--- src/rtl/vp_key_scheduler_if.sv ---
// Keymap-side event handshake of vp_key_scheduler.
// The scheduler presents one event at a time, and the keymap answers with a read pulse.
interface vp_key_scheduler_if;
    logic       rx_data_ready_o;
    logic [7:0] rx_ascii_o;
    logic       rx_released_o;
    logic       rx_read_i;

    modport master (
        output rx_data_ready_o,
        output rx_ascii_o,
        output rx_released_o,
        input  rx_read_i
    );

    modport slave (
        input  rx_data_ready_o,
        input  rx_ascii_o,
        input  rx_released_o,
        output rx_read_i
    );
endinterface

--- src/rtl/vp_key_scheduler.sv ---
// Merges PS/2 key events and gamepad numpad buttons into one ordered
// event stream (FIFO + present/ack/gap FSM) for the keymap rx port.
module vp_key_scheduler #(
    parameter int FIFO_DEPTH  = 8,
    parameter int ACK_TIMEOUT = 4096,
    parameter int GAP_CYCLES  = 2
) (
    input  logic                        clk_i,
    input  logic                        res_n_i,
    input  logic [10:0]                 ps2_key_i,
    input  logic [9:0]                  joy_numpad_i,
    vp_key_scheduler_if.master          rx,
    output logic                        overflow_o,
    output logic                        timeout_o,
    output logic [$clog2(FIFO_DEPTH):0] fifo_level_o
);

    localparam int AW = $clog2(FIFO_DEPTH);
    localparam int LW = AW + 1;
    localparam int CW = $clog2(ACK_TIMEOUT + 1);

    localparam logic [LW-1:0] FULL_LVL = LW'(FIFO_DEPTH);
    localparam logic [CW-1:0] TO_LAST  = CW'(ACK_TIMEOUT - 1);
    localparam logic [CW-1:0] GAP_LAST = CW'(GAP_CYCLES - 1);

    typedef enum logic [1:0] {
        S_IDLE,
        S_PRESENT,
        S_GAP
    } state_t;

    // The extended flag does not change the key code.
    logic unused_ext;
    assign unused_ext = ps2_key_i[8];

    // PS/2 set-2 scancode to key code; bit 8 flags a mapped code.
    function automatic logic [8:0] ps2_map(input logic [7:0] sc);
        logic [8:0] r;
        r = 9'h000;
        unique case (sc)
            8'h16: r = {1'b1, 8'h31};
            8'h1E: r = {1'b1, 8'h32};
            8'h26: r = {1'b1, 8'h33};
            8'h25: r = {1'b1, 8'h34};
            8'h2E: r = {1'b1, 8'h35};
            8'h36: r = {1'b1, 8'h36};
            8'h3D: r = {1'b1, 8'h37};
            8'h3E: r = {1'b1, 8'h38};
            8'h46: r = {1'b1, 8'h39};
            8'h45: r = {1'b1, 8'h30};
            8'h1C: r = {1'b1, 8'h61};
            8'h32: r = {1'b1, 8'h62};
            8'h21: r = {1'b1, 8'h63};
            8'h23: r = {1'b1, 8'h64};
            8'h24: r = {1'b1, 8'h65};
            8'h2B: r = {1'b1, 8'h66};
            8'h34: r = {1'b1, 8'h67};
            8'h33: r = {1'b1, 8'h68};
            8'h43: r = {1'b1, 8'h69};
            8'h3B: r = {1'b1, 8'h6A};
            8'h42: r = {1'b1, 8'h6B};
            8'h4B: r = {1'b1, 8'h6C};
            8'h3A: r = {1'b1, 8'h6D};
            8'h31: r = {1'b1, 8'h6E};
            8'h44: r = {1'b1, 8'h6F};
            8'h4D: r = {1'b1, 8'h70};
            8'h15: r = {1'b1, 8'h71};
            8'h2D: r = {1'b1, 8'h72};
            8'h1B: r = {1'b1, 8'h73};
            8'h2C: r = {1'b1, 8'h74};
            8'h3C: r = {1'b1, 8'h75};
            8'h2A: r = {1'b1, 8'h76};
            8'h1D: r = {1'b1, 8'h77};
            8'h22: r = {1'b1, 8'h78};
            8'h35: r = {1'b1, 8'h79};
            8'h1A: r = {1'b1, 8'h7A};
            8'h29: r = {1'b1, 8'h20};
            8'h79: r = {1'b1, 8'h2B};
            8'h7B: r = {1'b1, 8'h2D};
            8'h7C: r = {1'b1, 8'h2A};
            8'h4A: r = {1'b1, 8'h2F};
            8'h55: r = {1'b1, 8'h3D};
            8'h1F: r = {1'b1, 8'h11};
            8'h27: r = {1'b1, 8'h12};
            8'h5A: r = {1'b1, 8'h0A};
            8'h66: r = {1'b1, 8'h08};
            default: r = 9'h000;
        endcase
        return r;
    endfunction

    logic [1:0] rst_sync_q;
    logic       rst_n;

    logic       primed_q;
    logic       toggle_q;
    logic       ps2_vld_q;
    logic [8:0] ps2_evt_q;
    logic [8:0] ps2_dec;

    logic [9:0] joy_q;
    logic [9:0] sent_q;
    logic [9:0] diff;
    logic       joy_hit;
    logic [3:0] joy_idx;
    logic [7:0] joy_ascii;
    logic [8:0] joy_word;

    logic [8:0]    mem_q [FIFO_DEPTH];
    logic [AW-1:0] wr_ptr_q;
    logic [AW-1:0] rd_ptr_q;
    logic [LW-1:0] level_q;
    logic          full;
    logic          empty;
    logic          ps2_push;
    logic          joy_push;
    logic          push;
    logic          pop;
    logic [8:0]    push_data;

    state_t        state_q;
    state_t        state_d;
    logic [CW-1:0] cnt_q;
    logic [CW-1:0] cnt_d;
    logic          ready_q;
    logic          ready_d;
    logic          timeout_q;
    logic          timeout_d;
    logic [7:0]    ascii_q;
    logic          rel_q;
    logic          ovf_q;

    // Assert reset at once, release it on a clock edge.
    always_ff @(posedge clk_i or negedge res_n_i) begin
        if (!res_n_i) begin
            rst_sync_q <= 2'b00;
        end else begin
            rst_sync_q <= {rst_sync_q[0], 1'b1};
        end
    end

    assign rst_n = rst_sync_q[1];

    assign ps2_dec = ps2_map(ps2_key_i[7:0]);

    // Detect strobe toggles and latch the decoded event for next-cycle push.
    always_ff @(posedge clk_i or negedge rst_n) begin
        if (!rst_n) begin
            primed_q  <= 1'b0;
            toggle_q  <= 1'b0;
            ps2_vld_q <= 1'b0;
            ps2_evt_q <= 9'h000;
        end else begin
            primed_q  <= 1'b1;
            toggle_q  <= ps2_key_i[10];
            ps2_vld_q <= primed_q
                       && (ps2_key_i[10] != toggle_q)
                       && ps2_dec[8];
            ps2_evt_q <= {~ps2_key_i[9], ps2_dec[7:0]};
        end
    end

    assign diff = joy_q ^ sent_q;

    // Pick the lowest-numbered button whose level differs from what was sent.
    always_comb begin
        joy_hit = 1'b0;
        joy_idx = 4'd0;
        for (int i = 9; i >= 0; i--) begin
            if (diff[i]) begin
                joy_hit = 1'b1;
                joy_idx = 4'(i);
            end
        end
    end

    assign joy_ascii = (joy_idx == 4'd9) ? 8'h30
                                         : 8'h31 + {4'h0, joy_idx};
    assign joy_word  = {~joy_q[joy_idx], joy_ascii};

    assign full      = (level_q == FULL_LVL);
    assign empty     = (level_q == '0);
    assign ps2_push  = ps2_vld_q && !full;
    assign joy_push  = !ps2_vld_q && joy_hit && !full;
    assign push      = ps2_push || joy_push;
    assign push_data = ps2_vld_q ? ps2_evt_q : joy_word;

    // Track pad levels and what the keymap has been told.
    // A dropped PS/2 event sets the sticky overflow flag.
    always_ff @(posedge clk_i or negedge rst_n) begin
        if (!rst_n) begin
            joy_q  <= 10'h000;
            sent_q <= 10'h000;
            ovf_q  <= 1'b0;
        end else begin
            joy_q <= joy_numpad_i;
            if (joy_push) begin
                sent_q[joy_idx] <= joy_q[joy_idx];
            end
            if (ps2_vld_q && full) begin
                ovf_q <= 1'b1;
            end
        end
    end

    // Event storage; contents are don't-care until written.
    always_ff @(posedge clk_i) begin
        if (push) begin
            mem_q[wr_ptr_q] <= push_data;
        end
    end

    // FIFO pointers and occupancy; a pop never frees space for the same edge.
    always_ff @(posedge clk_i or negedge rst_n) begin
        if (!rst_n) begin
            wr_ptr_q <= '0;
            rd_ptr_q <= '0;
            level_q  <= '0;
        end else begin
            if (push) begin
                wr_ptr_q <= wr_ptr_q + 1'b1;
            end
            if (pop) begin
                rd_ptr_q <= rd_ptr_q + 1'b1;
            end
            unique case ({push, pop})
                2'b10:   level_q <= level_q + 1'b1;
                2'b01:   level_q <= level_q - 1'b1;
                default: level_q <= level_q;
            endcase
        end
    end

    // Next-state logic for present / acknowledge / gap sequencing.
    always_comb begin
        state_d   = state_q;
        cnt_d     = cnt_q;
        ready_d   = ready_q;
        timeout_d = 1'b0;
        pop       = 1'b0;
        unique case (state_q)
            S_IDLE: begin
                if (!empty) begin
                    pop     = 1'b1;
                    ready_d = 1'b1;
                    cnt_d   = '0;
                    state_d = S_PRESENT;
                end
            end
            S_PRESENT: begin
                if (rx.rx_read_i) begin
                    ready_d = 1'b0;
                    cnt_d   = '0;
                    state_d = S_GAP;
                end else if (cnt_q == TO_LAST) begin
                    ready_d   = 1'b0;
                    timeout_d = 1'b1;
                    cnt_d     = '0;
                    state_d   = S_GAP;
                end else begin
                    cnt_d = cnt_q + 1'b1;
                end
            end
            S_GAP: begin
                if (cnt_q == GAP_LAST) begin
                    cnt_d   = '0;
                    state_d = S_IDLE;
                end else begin
                    cnt_d = cnt_q + 1'b1;
                end
            end
            default: begin
                state_d = S_IDLE;
                cnt_d   = '0;
                ready_d = 1'b0;
            end
        endcase
    end

    // FSM state and the presented event registers.
    always_ff @(posedge clk_i or negedge rst_n) begin
        if (!rst_n) begin
            state_q   <= S_IDLE;
            cnt_q     <= '0;
            ready_q   <= 1'b0;
            timeout_q <= 1'b0;
            ascii_q   <= 8'h00;
            rel_q     <= 1'b0;
        end else begin
            state_q   <= state_d;
            cnt_q     <= cnt_d;
            ready_q   <= ready_d;
            timeout_q <= timeout_d;
            if (pop) begin
                ascii_q <= mem_q[rd_ptr_q][7:0];
                rel_q   <= mem_q[rd_ptr_q][8];
            end
        end
    end

    assign rx.rx_data_ready_o = ready_q;
    assign rx.rx_ascii_o      = ascii_q;
    assign rx.rx_released_o   = rel_q;
    assign overflow_o         = ovf_q;
    assign timeout_o          = timeout_q;
    assign fifo_level_o       = level_q;

endmodule

--- src/flat_wrapper.sv ---
// flat-port wrapper written by rule: the top's interface ports become plain ports
module vp_key_scheduler_flat 
#(
    parameter int FIFO_DEPTH  = 8,
    parameter int ACK_TIMEOUT = 4096,
    parameter int GAP_CYCLES  = 2
)
  (clk_i, res_n_i, ps2_key_i, joy_numpad_i, overflow_o, timeout_o, fifo_level_o, rx_rx_data_ready_o, rx_rx_ascii_o, rx_rx_released_o, rx_rx_read_i);
  vp_key_scheduler_if rx_i ();
  input  logic clk_i;
  input  logic res_n_i;
  input  logic [10:0] ps2_key_i;
  input  logic [9:0] joy_numpad_i;
  output logic overflow_o;
  output logic timeout_o;
  output logic [$clog2(FIFO_DEPTH):0] fifo_level_o;
  output wire logic [$bits(rx_i.rx_data_ready_o)-1:0] rx_rx_data_ready_o;
  output wire logic [$bits(rx_i.rx_ascii_o)-1:0] rx_rx_ascii_o;
  output wire logic [$bits(rx_i.rx_released_o)-1:0] rx_rx_released_o;
  input wire logic [$bits(rx_i.rx_read_i)-1:0] rx_rx_read_i;
  assign rx_rx_data_ready_o = rx_i.rx_data_ready_o;
  assign rx_rx_ascii_o = rx_i.rx_ascii_o;
  assign rx_rx_released_o = rx_i.rx_released_o;
  assign rx_i.rx_read_i = rx_rx_read_i;
  vp_key_scheduler #(.FIFO_DEPTH(FIFO_DEPTH), .ACK_TIMEOUT(ACK_TIMEOUT), .GAP_CYCLES(GAP_CYCLES)) u_core (.clk_i(clk_i), .res_n_i(res_n_i), .ps2_key_i(ps2_key_i), .joy_numpad_i(joy_numpad_i), .rx(rx_i), .overflow_o(overflow_o), .timeout_o(timeout_o), .fifo_level_o(fifo_level_o));
endmodule
--- config.mk ---
export PLATFORM = sky130hd
export DESIGN_NAME = vp_key_scheduler_flat
export DESIGN_NICKNAME = d
export VERILOG_FILES = /design/src/rtl/vp_key_scheduler_if.sv /design/src/rtl/vp_key_scheduler.sv /design/src/flat_wrapper.sv
export SDC_FILE = /design/constraint.sdc
export NUM_CORES = 1
export LEC_CHECK = 0
export BUFFER_PORTS_ARGS = -buffer_cell sky130_fd_sc_hd__buf_4
export CORE_MARGIN = 2
export CORE_UTILIZATION = 61
export DETAILED_ROUTE_END_ITERATION = 16
export GPL_TIMING_DRIVEN = 1
export MAX_ROUTING_LAYER = met4
export PLACE_DENSITY_LB_ADDON = 0.2
export SYNTH_ARGS = -nofsm -noshare
export SYNTH_HDL_FRONTEND = slang
export SYNTH_SLANG_ARGS = --single-unit
--- constraint.sdc ---
create_clock -name clk_i -period 2.9 [get_ports clk_i]
set_input_delay 0 -clock clk_i [delete_from_list [all_inputs] [get_ports clk_i]]
set_output_delay 0 -clock clk_i [all_outputs]
set_load 0.01 [all_outputs]
; Word level (Yosys, flattened, before mapping)
; Memories as Yosys holds them, arrays and structs flattened. A register that Yosys moved wholly into a read port is not among the register bits.
; Cells that the tools add are included.
[totals]
romBits = 1024
regBits = 62
output_inout_bits = 16
memories = 2
mem_bits_rw = 72
[mem_list]
columns = memory, depth, width, read_ports, rd_ports_with_merged_regs, wr, line_no
row1 = (name not given), 128, 8, 1, 0, 0, vp_key_scheduler.sv:40  ; unique case (sc)
row2 = u_core.mem_q, 8, 9, 1, 1, 1, vp_key_scheduler.sv:109  ; logic [8:0] mem_q [FIFO_DEPTH];
[classes]
order_cmp = 2
add_sub_neg = 6
eq_ne = 12
reduce_logical = 16
bitwise_logic = 4
mux = 50
[op_table]
columns = operator, n
row1 = two-way mux 13 bit, 4
row2 = two-way mux 4 bit, 10
row3 = case mux 13 bit (3 select lines), 1
row4 = two-way mux 1 bit, 22
row5 = two-way mux 9 bit, 2
row6 = "adder 13 x 1 -> 13 bit, second input constant", 1
row7 = "== test 13 x 1 -> 1 bit, second input constant", 1
row8 = "== test 13 x 12 -> 1 bit, second input constant", 1
row9 = bitwise mux 10 bit, 1
row10 = bitwise XOR 10 bit, 1
row11 = "== test 4 bit, second input constant", 2
row12 = two-way mux 2 bit, 4
row13 = two-way mux 8 bit, 1
row14 = case mux 4 bit (2 select lines), 1
row15 = "adder 6 x 4 -> 7 bit, first input constant", 1
row16 = logical AND 1 bit, 7
row17 = "adder 3 x 1 -> 3 bit, second input constant", 2
row18 = case mux 2 bit (3 select lines), 1
row19 = AND reduction 3 bit, 2
row20 = "< comparator 4 x 5 -> 1 bit, second input constant", 1
row21 = "adder 4 x 1 -> 4 bit, second input constant", 1
row22 = binary-select mux 1 bit (select 4 bit), 1
row23 = demux 1 bit (select 4 bit), 1
row24 = "== test 2 x 1 -> 1 bit, second input constant", 2
row25 = 14 further kinds, 19

; Depth between registers and ports, before layout
; Gate-level depths: netlist (run 1).
[logic_depth]
ltp_word = 16
depth_mapped = 12

; Worst setup path after synthesis (run 1)
; Ideal clock, no wire load.
[synth_timing]
path_type = register to register
startpoint = register u_core.level_q[1] (netlist: u_core.fifo_level_o[1])
endpoint = register u_core.level_q[2] (netlist: u_core.fifo_level_o[2])
stages_incl_launch_ff = 13
period_less_slack_ns = 2.697
n_path_buf = 2
t_arrival_ns = 2.567
setup_ns = 0.130
setup_slack_ns = 0.203
path_cell_list = dfrtp_1 > clkbuf_1 > nor4_1 > nand2b_1 > buf_2 > inv_1 > ha_1 > xor2_1 > ha_1 > a21oi_1 > xor2_1 > nor2_1 > xor2_1
[synth_between]
word_cells_on_any_way = 14
cone_classes = add/sub: 2 / eq/ne: 3 / mux: 3 / reduce/logical: 6
[synth_rtl]
columns = item, line_no
row1 = "start, declared", vp_key_scheduler.sv:112  ; logic [LW-1:0] level_q;
row2 = "start signal, assigned", vp_key_scheduler.sv:227  ; 2'b10: level_q <= level_q + 1'b1;
row3 = "start signal, assigned", vp_key_scheduler.sv:228  ; 2'b01: level_q <= level_q - 1'b1;
row4 = "start signal, assigned", vp_key_scheduler.sv:229  ; default: level_q <= level_q;
row5 = logical NOT 4 bit (*), vp_key_scheduler.sv:182  ; assign empty = (level_q == '0);
row6 = two-way mux 1 bit (*), vp_key_scheduler.sv:243  ; if (!empty) begin
row7 = two-way mux 1 bit (*), vp_key_scheduler.sv:241  ; unique case (state_q)
row8 = named net u_core.pop, vp_key_scheduler.sv:118  ; logic pop;
row9 = == test 2 x 1 -> 1 bit or == test 2 bit (tied branches), vp_key_scheduler.sv:226  ; unique case ({push, pop})
row10 = case mux 4 bit (2 select lines) or nonzero test 2 bit (tied branches), --
; Mark *: on every way through the listed nets, which the timed path passes. The rest lies on a longest branch.
; A chain may end at the register's enable or synchronous reset.

; Final worst setup path (run 1)
[layout_timing]
startpoint = register u_core.sent_q[5]
endpoint = memory u_core.mem_q[7][1] (data pin)
[layout_between]
elab_chain_len = 10
word_cells_on_any_way = 11
cone_classes = add/sub: 1 / eq/ne: 1 / mux: 8 / bitwise: 1
[layout_rtl]
columns = item, line_no
row1 = "start, declared", vp_key_scheduler.sv:102  ; logic [9:0] sent_q;
row2 = "start signal, assigned by index", vp_key_scheduler.sv:198  ; sent_q[joy_idx] <= joy_q[joy_idx];
row3 = bitwise XOR 10 bit (*), vp_key_scheduler.sv:163  ; assign diff = joy_q ^ sent_q;
row4 = two-way mux 4 bit (*) (6 in series), vp_key_scheduler.sv:170  ; if (diff[i]) begin
row5 = adder 6 x 4 -> 7 bit or == test 4 bit (tied branches), "vp_key_scheduler.sv:178, vp_key_scheduler.sv:177"
row6 = two-way mux 8 bit (*), vp_key_scheduler.sv:177  ; assign joy_ascii = (joy_idx == 4'd9) ? 8'h30
row7 = two-way mux 9 bit (*), vp_key_scheduler.sv:186  ; assign push_data = ps2_vld_q ? ps2_evt_q : joy_word;
row8 = named net u_core.push_data[1], vp_key_scheduler.sv:119  ; logic [8:0] push_data;
row9 = "end, declared", vp_key_scheduler.sv:109
; Marked as above.

==> impl_metrics.json, run 1 <==
{
  "outcome": "finished, final reports clean",
  "hold_viol_final": 0,
  "ys_seq_area_share_pct": 54.6,
  "io_buffers": 37,
  "fin_nets": 676,
  "critPathCaptureType": "register",
  "async_reset_ff_share_pct": 51.9,
  "final_max_slew_viol_count": 0,
  "drc": 0,
  "cts_buffer_depth": 2,
  "synth_seq_cells": 133,
  "layout_commonest_cell": "dfrtp_1",
  "fin_util_pct": 74.7,
  "htreeDepth": 4,
  "finalClockSkew_ns": 0.0133,
  "antenna_left": 0,
  "place_congestion": 0.976,
  "wl_um": 14800,
  "p_sw_mw": 2.74,
  "critPathMaxFanout": 10,
  "ir_drop_mv": 0.576,
  "slew_headroom_pct": 35.6,
  "leakage_nw": 3.19,
  "die-area_um2": 11800,
  "synth-edff-count": 64,
  "finalSetupViolations": 0,
  "synth_area_um2": 6680,
  "maxCapViolCount": 0,
  "synth_top_area_cell": "edfxtp_1",
  "drive_gt1_share_pct": 20.4,
  "period_share_pct": 95.4,
  "yosysWarnings": 0,
  "die_h_um": 109,
  "fp-row-count": 38,
  "worst_ep_arrival_time_ns": 2.97,
  "total_power_mw": 7.95,
  "area_growth_pct": 20.2,
  "worst_pin_slew_ns": 0.956,
  "synth.top_cell.area_share_pct": 28.8,
  "cp.required_ns": 3.11,
  "p_comb_share_pct": 36.6,
  "die_width_um": 109,
  "wl_per_cell_um": 18.8,
  "cts.sinks": 133,
  "via_count": 4832,
  "final_cell_mix": "68 x dfrtp_1, 64 x edfxtp_1, 63 x buf_4",
  "diodes": 0,
  "synth.distinct_cells": 70,
  "synth_flop_cell": "dfrtp_1",
  "p_sw_share_pct": 34.5,
  "root_buffer": "clkbuf_8",
  "grtUsageTotal_pct": 27.5,
  "start_util_pct": 62.2,
  "antenna_found_initial": 0,
  "max_freq_mhz": 361,
  "syn_inst": 559,
  "cp-start-kind": "register",
  "p_per_area_nw_per_um2": 989,
  "tritoncts": "built",
  "hold_slack_ns": 0.0602,
  "clkLatencyLatePin_ns": 0.52,
  "cts_buffers": 17,
  "avgSynthCellArea_um2": 12.0,
  "grt_pass1_wl_um": 23700,
  "grt_pass1_vias": 4771,
  "clkPwrFrac_pct": 25.6,
  "clk_pin_slew_worst_paths_ns": 0.06,
  "num_io_pins": 40,
  "hpwl_um": 9330,
  "worstHoldPathType": "input port to register",
  "grt_overflow": 0,
  "internal-power_mw": 5.21,
  "finalCriticalPeriod_ns": 2.77,
  "worstSetupPathType": "register to register",
  "vias_per_cell": 6.15,
  "core_area_um2": 10700,
  "grt_max_degree": 68,
  "drt-initial-drc-count": 377,
  "synth.area.top_cells": "edfxtp_1 29%, dfrtp_1 26%, mux4_2 5.7%",
  "first_pass_iters": 5,
  "seqPwrFrac_pct": 37.8
}
## through the flow
stage	instances	worst slack, ns	area, um^2	TNS [ns]
2_1_floorplan	560	0.203	6690	0
3_3_place_gp	731	0.206	7220	0
3_5_place_dp	731	0.118	7220	0
4_1_cts	784	0.112	8000	0
5_1_grt	786	-0.0129	8030	-0.0129
6_report	786	0.133	8030	0
## metal layers
metal	vias to the layer above	wire, um	track usage [%]	share of wire (%)
li1	2230	-	-	-
met3	26	879	5.38	6.0
met2	214	7300	43.1	49
met1	2362	6320	35.6	43
met5	-	0	-	0
met4	0	267	11.3	1.8
## flip-flops by register name, summed over array words and instances, names as in the netlist, 2 cells and up
register,count
u_core.cnt_q,13
u_core.mem_q,64
u_core.fifo_level_o,4
u_core.sent_q,10
u_core.ps2_evt_q,8
u_core.joy_q,10
u_core.rx.rx_ascii_o,7
u_core.state_q,2
u_core.rst_sync_q,2
u_core.rd_ptr_q,3
u_core.wr_ptr_q,3
## power groups by stage
stage / sequential (mW) / combinational, mW / clock [mW]
2_1_floorplan: 2.92 / 1.93 / 0
3_3_place_gp: 2.98 / 2.72 / 0
3_5_place_dp: 3.02 / 2.82 / 0
4_1_cts: 3.00 / 2.88 / 2.06
5_1_grt: 3.05 / 3.18 / 2.14
6_report: 3.00 / 2.91 / 2.03
## worst max-delay path: stages (launching register included)
cell and delay [ns]:
dfrtp_1 0.42, xor2_2 0.23, a211oi_1 0.38, o211ai_1 0.28, nand2_2 0.28, nand2_1 0.18, a31oi_1 0.68
## cell type report
cell class	instances	area, um^2
well taps	140	175
inverters	13	48.8
clock inverters	12	131
multi-input cells	382	2870
flip-flops and latches	133	3650
repair buffers	86	723
fillers	696	2710
clock buffers	20	435
## repair_timing
item,in CTS,in global routing
endpoints found under the hold margin,23,0
endpoints found under the setup margin,0,2
resized for setup,0,2
hold buffers,21,0
buffers inserted,0,2
## cells in the mapped netlist (4+ instances only)
cell type  count
buf_2          8
a21oi_1       25
nor2b_1        6
xnor2_1       15
nand2b_1      10
nor4_1         4
nor2_1        41
mux2i_1       13
edfxtp_1      64
o21ai_0       26
inv_1         13
o41ai_1        6
nor3b_1        4
mux2_2         8
clkbuf_1      18
dfrtp_1       69
nor3_1        14
buf_1          4
a211oi_1       8
a31oi_1        4
o31ai_1       14
nand2_1       48
xor2_1        23
ha_1          19
mux4_2        17
nand3_1        9
## cells by family after synthesis
| group | Yosys count | synth area share [%] |
|---|---|---|
| and+or+nand+nor | 158 | 11.6 |
| buffers and inverters | 45 | 2.79 |
| DFF | 133 | 54.6 |
| AOI/OAI and AO/OA | 126 | 13.3 |
| xor gates and xnor gates | 38 | 4.98 |
| adders and majority gates | 19 | 3.56 |
| other | 2 | 0.112 |
| muxes | 38 | 9.02 |
## final timing paths
path                                      start                  end  slack, ns  cells after the start
min reg2reg                u_core.rst_sync_q[1]      u_core.cnt_q[6]       0.28                      1
max in group asynchronous  u_core.rst_sync_q[1]      u_core.primed_q       2.31                      1
min in group asynchronous  u_core.rst_sync_q[1]      u_core.cnt_q[6]       0.28                      1
min                                ps2_key_i[4]  u_core.ps2_evt_q[2]       0.06                      3
max                            u_core.sent_q[5]   u_core.mem_q[7][1]       0.13                      6
max reg2reg                    u_core.sent_q[5]   u_core.mem_q[7][1]       0.13                      6
No activity file was read; power rests on OpenSTA's default activity.
==> run 2, diff against run 1 <==
--- a/config.mk
+++ b/config.mk
@@ -5,13 +5,14 @@
 export SDC_FILE = /design/constraint.sdc
 export NUM_CORES = 1
 export LEC_CHECK = 0
-export BUFFER_PORTS_ARGS = -buffer_cell sky130_fd_sc_hd__buf_4
+export ABC_CLOCK_PERIOD_IN_PS = 2900
+export BUFFER_PORTS_ARGS = -buffer_cell sky130_fd_sc_hd__clkbuf_2
 export CORE_MARGIN = 2
 export CORE_UTILIZATION = 61
 export DETAILED_ROUTE_END_ITERATION = 16
 export GPL_TIMING_DRIVEN = 1
 export MAX_ROUTING_LAYER = met4
-export PLACE_DENSITY_LB_ADDON = 0.2
+export PLACE_DENSITY_LB_ADDON = 0.25
 export SYNTH_ARGS = -nofsm -noshare
 export SYNTH_HDL_FRONTEND = slang
 export SYNTH_SLANG_ARGS = --single-unit
==> impl_metrics.json, run 2 (synthesized netlist as in run 1, its figures left out) <==
{
  "vias_per_cell": 6.04,
  "clkLatencyLatePin_ns": 0.52,
  "reg2reg_from": "u_core.sent_q[2]",
  "clk_pin_slew_worst_paths_ns": 0.06,
  "max_freq_mhz": 365,
  "grt_pass1_wl_um": 23100,
  "grtUsageTotal_pct": 26.7,
  "place_congestion": 0.943,
  "finalClockSkew_ns": 0.00777,
  "layout_commonest_cell": "dfrtp_1",
  "timing.rr.end": "u_core.mem_q[3][2]",
  "largest_registers": "u_core.mem_q x64, u_core.cnt_q x13",
  "wl_um": 14100,
  "crit_start": "u_core.sent_q[2]",
  "fp-row-count": 38,
  "drc": 0,
  "die_width_um": 109,
  "cp-endpoint": "u_core.mem_q[3][2]",
  "critPathMaxStageDelay_ns": 0.72,
  "p_sw_share_pct": 33.4,
  "maxCapViolCount": 0,
  "pre_cts_ws_ns": 0.151,
  "via_count": 4717,
  "fin_util_pct": 73.7,
  "die_h_um": 109,
  "num_io_pins": 40,
  "worstHoldPathType": "input port to register",
  "drive_gt1_share_pct": 20.4,
  "worst_ep_arrival_time_ns": 2.93,
  "path_cells": "xnor2_1, nand2_1, o21ai_1, nor3_1, xnor2_1, o21ai_0",
  "critPathMaxFanout": 8,
  "path_depth": 6,
  "outcome": "finished, final reports clean",
  "worst_pin_slew_ns": 0.907,
  "tritoncts": "built",
  "htreeDepth": 4,
  "largest_reg_flops": 64,
  "final_cell_mix": "68 x dfrtp_1, 64 x edfxtp_1, 48 x nand2_1",
  "cp_common_cell": "xnor2_1",
  "reg2reg_depth": 6,
  "first_pass_iters": 4,
  "io_buffers": 37,
  "antenna_left": 0,
  "tns_ns": 0,
  "critical-path-top-delay-family": "compound AO/OA/AOI/OAI gates",
  "p_per_area_nw_per_um2": 994,
  "fin_nets": 671,
  "leakage_nw": 3.17,
  "worstSetupPathType": "register to register",
  "cp_num_buf_inv": 0,
  "cts_buffer_depth": 2,
  "grt_overflow": 0,
  "hpwl_um": 9120,
  "core_area_um2": 10700,
  "seqPwrFrac_pct": 38.3,
  "period_share_pct": 94.5,
  "fill_cells": 728,
  "cp.required_ns": 3.09,
  "finalCriticalPeriod_ns": 2.74,
  "start_util_pct": 62.2,
  "root_buffer": "clkbuf_8",
  "finalSetupViolations": 0,
  "final_max_slew_viol_count": 0,
  "cts.sinks": 133,
  "critPathCaptureType": "register",
  "cp_slowest_cell": "o21ai_0",
  "r2r_slack_ns": 0.16,
  "antenna_found_initial": 0,
  "wl_per_cell_um": 18.0,
  "p_sw_mw": 2.63,
  "diodes": 0,
  "grt_pass1_vias": 4580,
  "ir_drop_mv": 0.801,
  "cts_buffers": 17,
  "internal-power_mw": 5.24,
  "grt_max_degree": 33,
  "hp-start": "ps2_key_i[5]",
  "die-area_um2": 11800,
  "clkPwrFrac_pct": 27.1,
  "regMostFlops": "u_core.mem_q",
  "slew_headroom_pct": 38.9,
  "drt-initial-drc-count": 291,
  "area_growth_pct": 18.5,
  "cp-start-kind": "register",
  "p_comb_share_pct": 34.6,
  "setup_ws_ns": 0.159,
  "hold_viol_final": 0
}
## run 2: per-stage QoR
| step | power, mW | cells | instance area (um^2) | hold slack [ns] |
|---|---|---|---|---|
| 2_1_floorplan | 4.85 | 560 | 6690 | -0.296 |
| 3_3_place_gp | 5.56 | 729 | 7090 | -0.214 |
| 3_5_place_dp | 5.68 | 729 | 7090 | -0.212 |
| 4_1_cts | 7.88 | 779 | 7880 | 0.0658 |
| 5_1_grt | 8.33 | 781 | 7920 | 0.0918 |
| 6_report | 7.87 | 781 | 7920 | 0.101 |
## run 2: cell type report
type | count | area, um^2 | share of cell area, %
multi-input combinational | 382 | 2880 | 36.3
tap | 140 | 175 | 2.21
timing repair buffer | 81 | 561 | 7.08
inverter | 13 | 48.8 | 0.616
clock buffer | 26 | 519 | 6.56
clock inverter | 6 | 87.6 | 1.11
sequential | 133 | 3650 | 46.1
## run 2: power by group through the flow
stage | clock [mW] | combinational, mW | sequential, mW
after global placement | 0 | 2.56 | 3.00
after CTS | 2.15 | 2.71 | 3.02
after floorplan | 0 | 1.93 | 2.92
after global routing | 2.26 | 2.99 | 3.08
final | 2.13 | 2.72 | 3.02
after detailed placement | 0 | 2.63 | 3.04
## run 2: how the worst min path moves through the flow
stage	end	slack [ns]	cells after the start
after detailed placement	u_core.rst_sync_q[0]	-0.21	1
after global placement	u_core.rst_sync_q[0]	-0.21	1
after global routing	u_core.ps2_evt_q[4]	0.09	3
after floorplan	u_core.rst_sync_q[0]	-0.30	0
after CTS	u_core.ps2_evt_q[4]	0.07	3
final	u_core.ps2_evt_q[1]	0.10	3
## run 2: layer usage
layer  wire length [um]  up-vias  global-route usage, %
li1                   -     2215                      -
met1               5790     2322                   34.1
met2               7380      158                   43.7
met3                702       22                   5.50
met4                187        0                   8.06
met5                  0        -                      -
## run 2: tightest hold or removal path: cells and delay by family
kind,cells,cell delay (ns)
AOI/OAI and AO/OA,2,0.30
buffers and inverters,1,0.26
## run 2: repair_timing
| item | 4_1_cts | 5_1_grt |
|---|---|---|
| setup buffers | 0 | 2 |
| gates resized for setup | 0 | 3 |
| hold endpoints to repair | 23 | 0 |
| hold buffers | 18 | 0 |
| setup endpoints to repair | 0 | 2 |
==> run 3, diff against run 2 <==
--- a/config.mk
+++ b/config.mk
@@ -7,6 +7,7 @@
 export LEC_CHECK = 0
 export ABC_CLOCK_PERIOD_IN_PS = 2900
 export BUFFER_PORTS_ARGS = -buffer_cell sky130_fd_sc_hd__clkbuf_2
+export CORE_ASPECT_RATIO = 0.5
 export CORE_MARGIN = 2
 export CORE_UTILIZATION = 61
 export DETAILED_ROUTE_END_ITERATION = 16
==> impl_metrics.json, run 3 (synthesized netlist as in run 1, its figures left out) <==
{
  "clkLatencyLatePin_ns": 0.41,
  "root_buffer": "clkbuf_16",
  "drt-initial-drc-count": 349,
  "cts.sinks": 133,
  "max_freq_mhz": 368,
  "place_congestion": 0.932,
  "finalClockSkew_ns": 0.0120,
  "ir_drop_mv": 0.527,
  "critPathCaptureType": "register",
  "die_h_um": 78.0,
  "num_io_pins": 40,
  "grt_pass1_vias": 4650,
  "crit_start": "u_core.sent_q[6]",
  "via_count": 4750,
  "core_area_um2": 10400,
  "p_per_area_nw_per_um2": 1020,
  "worstHoldPathType": "register to asynchronous set/reset pin",
  "final_max_slew_viol_count": 0,
  "wl_um": 14600,
  "cp-start-kind": "register",
  "worst_ep_arrival_time_ns": 3.01,
  "fp-row-count": 26,
  "grt_overflow": 0,
  "htreeDepth": 4,
  "slew_headroom_pct": 48.6,
  "final_cell_mix": "68 x dfrtp_1, 64 x edfxtp_1, 48 x nand2_1",
  "period_share_pct": 93.8,
  "drive_gt1_share_pct": 19.5,
  "start_util_pct": 64.0,
  "cp.required_ns": 3.19,
  "area_growth_pct": 18.0,
  "die-area_um2": 11900,
  "die_width_um": 152,
  "fin_nets": 666,
  "r2r_slack_ns": 0.18,
  "antenna_left": 0,
  "maxCapViolCount": 0,
  "hold_slack_ns": 0.0379,
  "rsz0062_at_grt": "no",
  "grt_pass1_wl_um": 24300,
  "reg2reg_from": "u_core.sent_q[6]",
  "antenna_found_initial": 0,
  "tritoncts": "built",
  "vias_per_cell": 6.12,
  "fin_util_pct": 75.5,
  "regMostFlops": "u_core.mem_q",
  "outcome": "finished, final reports clean",
  "hpwl_um": 9270,
  "io_buffers": 37,
  "drc": 0,
  "largest_reg_flops": 64,
  "critPathMaxFanout": 5,
  "hold_viol_final": 0,
  "diodes": 0,
  "finalCriticalPeriod_ns": 2.72,
  "layout_commonest_cell": "dfrtp_1",
  "leakage_nw": 3.14,
  "clk_pin_slew_worst_paths_ns": 0.06,
  "tns_ns": 0,
  "largest_registers": "u_core.mem_q x64, u_core.cnt_q x13",
  "worstSetupPathType": "register to register",
  "first_pass_iters": 5,
  "grtUsageTotal_pct": 27.4,
  "cts_buffer_depth": 2,
  "wl_per_cell_um": 18.8,
  "cts_buffers": 17,
  "finalSetupViolations": 0,
  "worst_pin_slew_ns": 0.771,
  "grt_max_degree": 44
}
[run 3: path summary, 6_finish.rpt]
check | depth (start not counted) | to
worst max-delay path | 12 | u_core.fifo_level_o[2]
worst min-delay path | 0 | u_core.ps2_evt_q[5]
worst max register to register | 12 | u_core.fifo_level_o[2]
worst min register to register | 0 | u_core.ps2_evt_q[5]
max in group asynchronous | 1 | u_core.rd_ptr_q[2]
min in group clk_i | 2 | u_core.ps2_evt_q[1]
[run 3: critical path, cell delays in order (launching register included)]
cell and delay [ns]:
dfrtp_1 0.39, xnor2_1 0.35, nor4b_4 0.30, nand2_1 0.09
o31a_1 0.28, inv_1 0.09, ha_1 0.27, xor2_1 0.11
ha_1 0.20, a21oi_1 0.15, xor2_1 0.16, nor2_1 0.07
xor2_1 0.14
[run 3: per-stage QoR]
stage	std cells	worst slack (ns)	area (um^2)	power (mW)
2_1_floorplan	560	0.203	6690	4.85
4_1_cts	775	0.0718	7870	8.05
3_5_place_dp	727	0.140	7080	5.67
3_3_place_gp	727	0.211	7080	5.55
5_1_grt	776	0.0403	7890	8.49
6_report	776	0.181	7890	8.08
[run 3: metal layers]
layer	GRT usage, %	share of wire [%]	up-vias
met3	5.96	7.7	28
met1	36.1	44	2309
met5	-	0	-
li1	-	-	2199
met2	42.9	47	214
met4	9.72	1.5	0
[run 3: report_power, final]
group          switching [mW]  internal, mW  leakage (nW)
logic                    1.57          1.18          1.41
clock network           0.762          1.54         0.302
registers               0.382          2.64          1.43
[run 3: final cells by class]
class                   count  area, um^2
clock inverters            10         179
well taps                 140         175
clock buffers              22         454
inverters                  13        48.8
fillers                   672        2560
repair buffers             76         518
flip-flops and latches    133        3650
multi-input cells         382        2860
[run 3: repair_timing]
item	4_1_cts	5_1_grt
hold endpoints to repair	23	0
gates resized for setup	0	2
endpoints found under the setup margin	0	11
hold buffers	16	0
buffers inserted	0	1
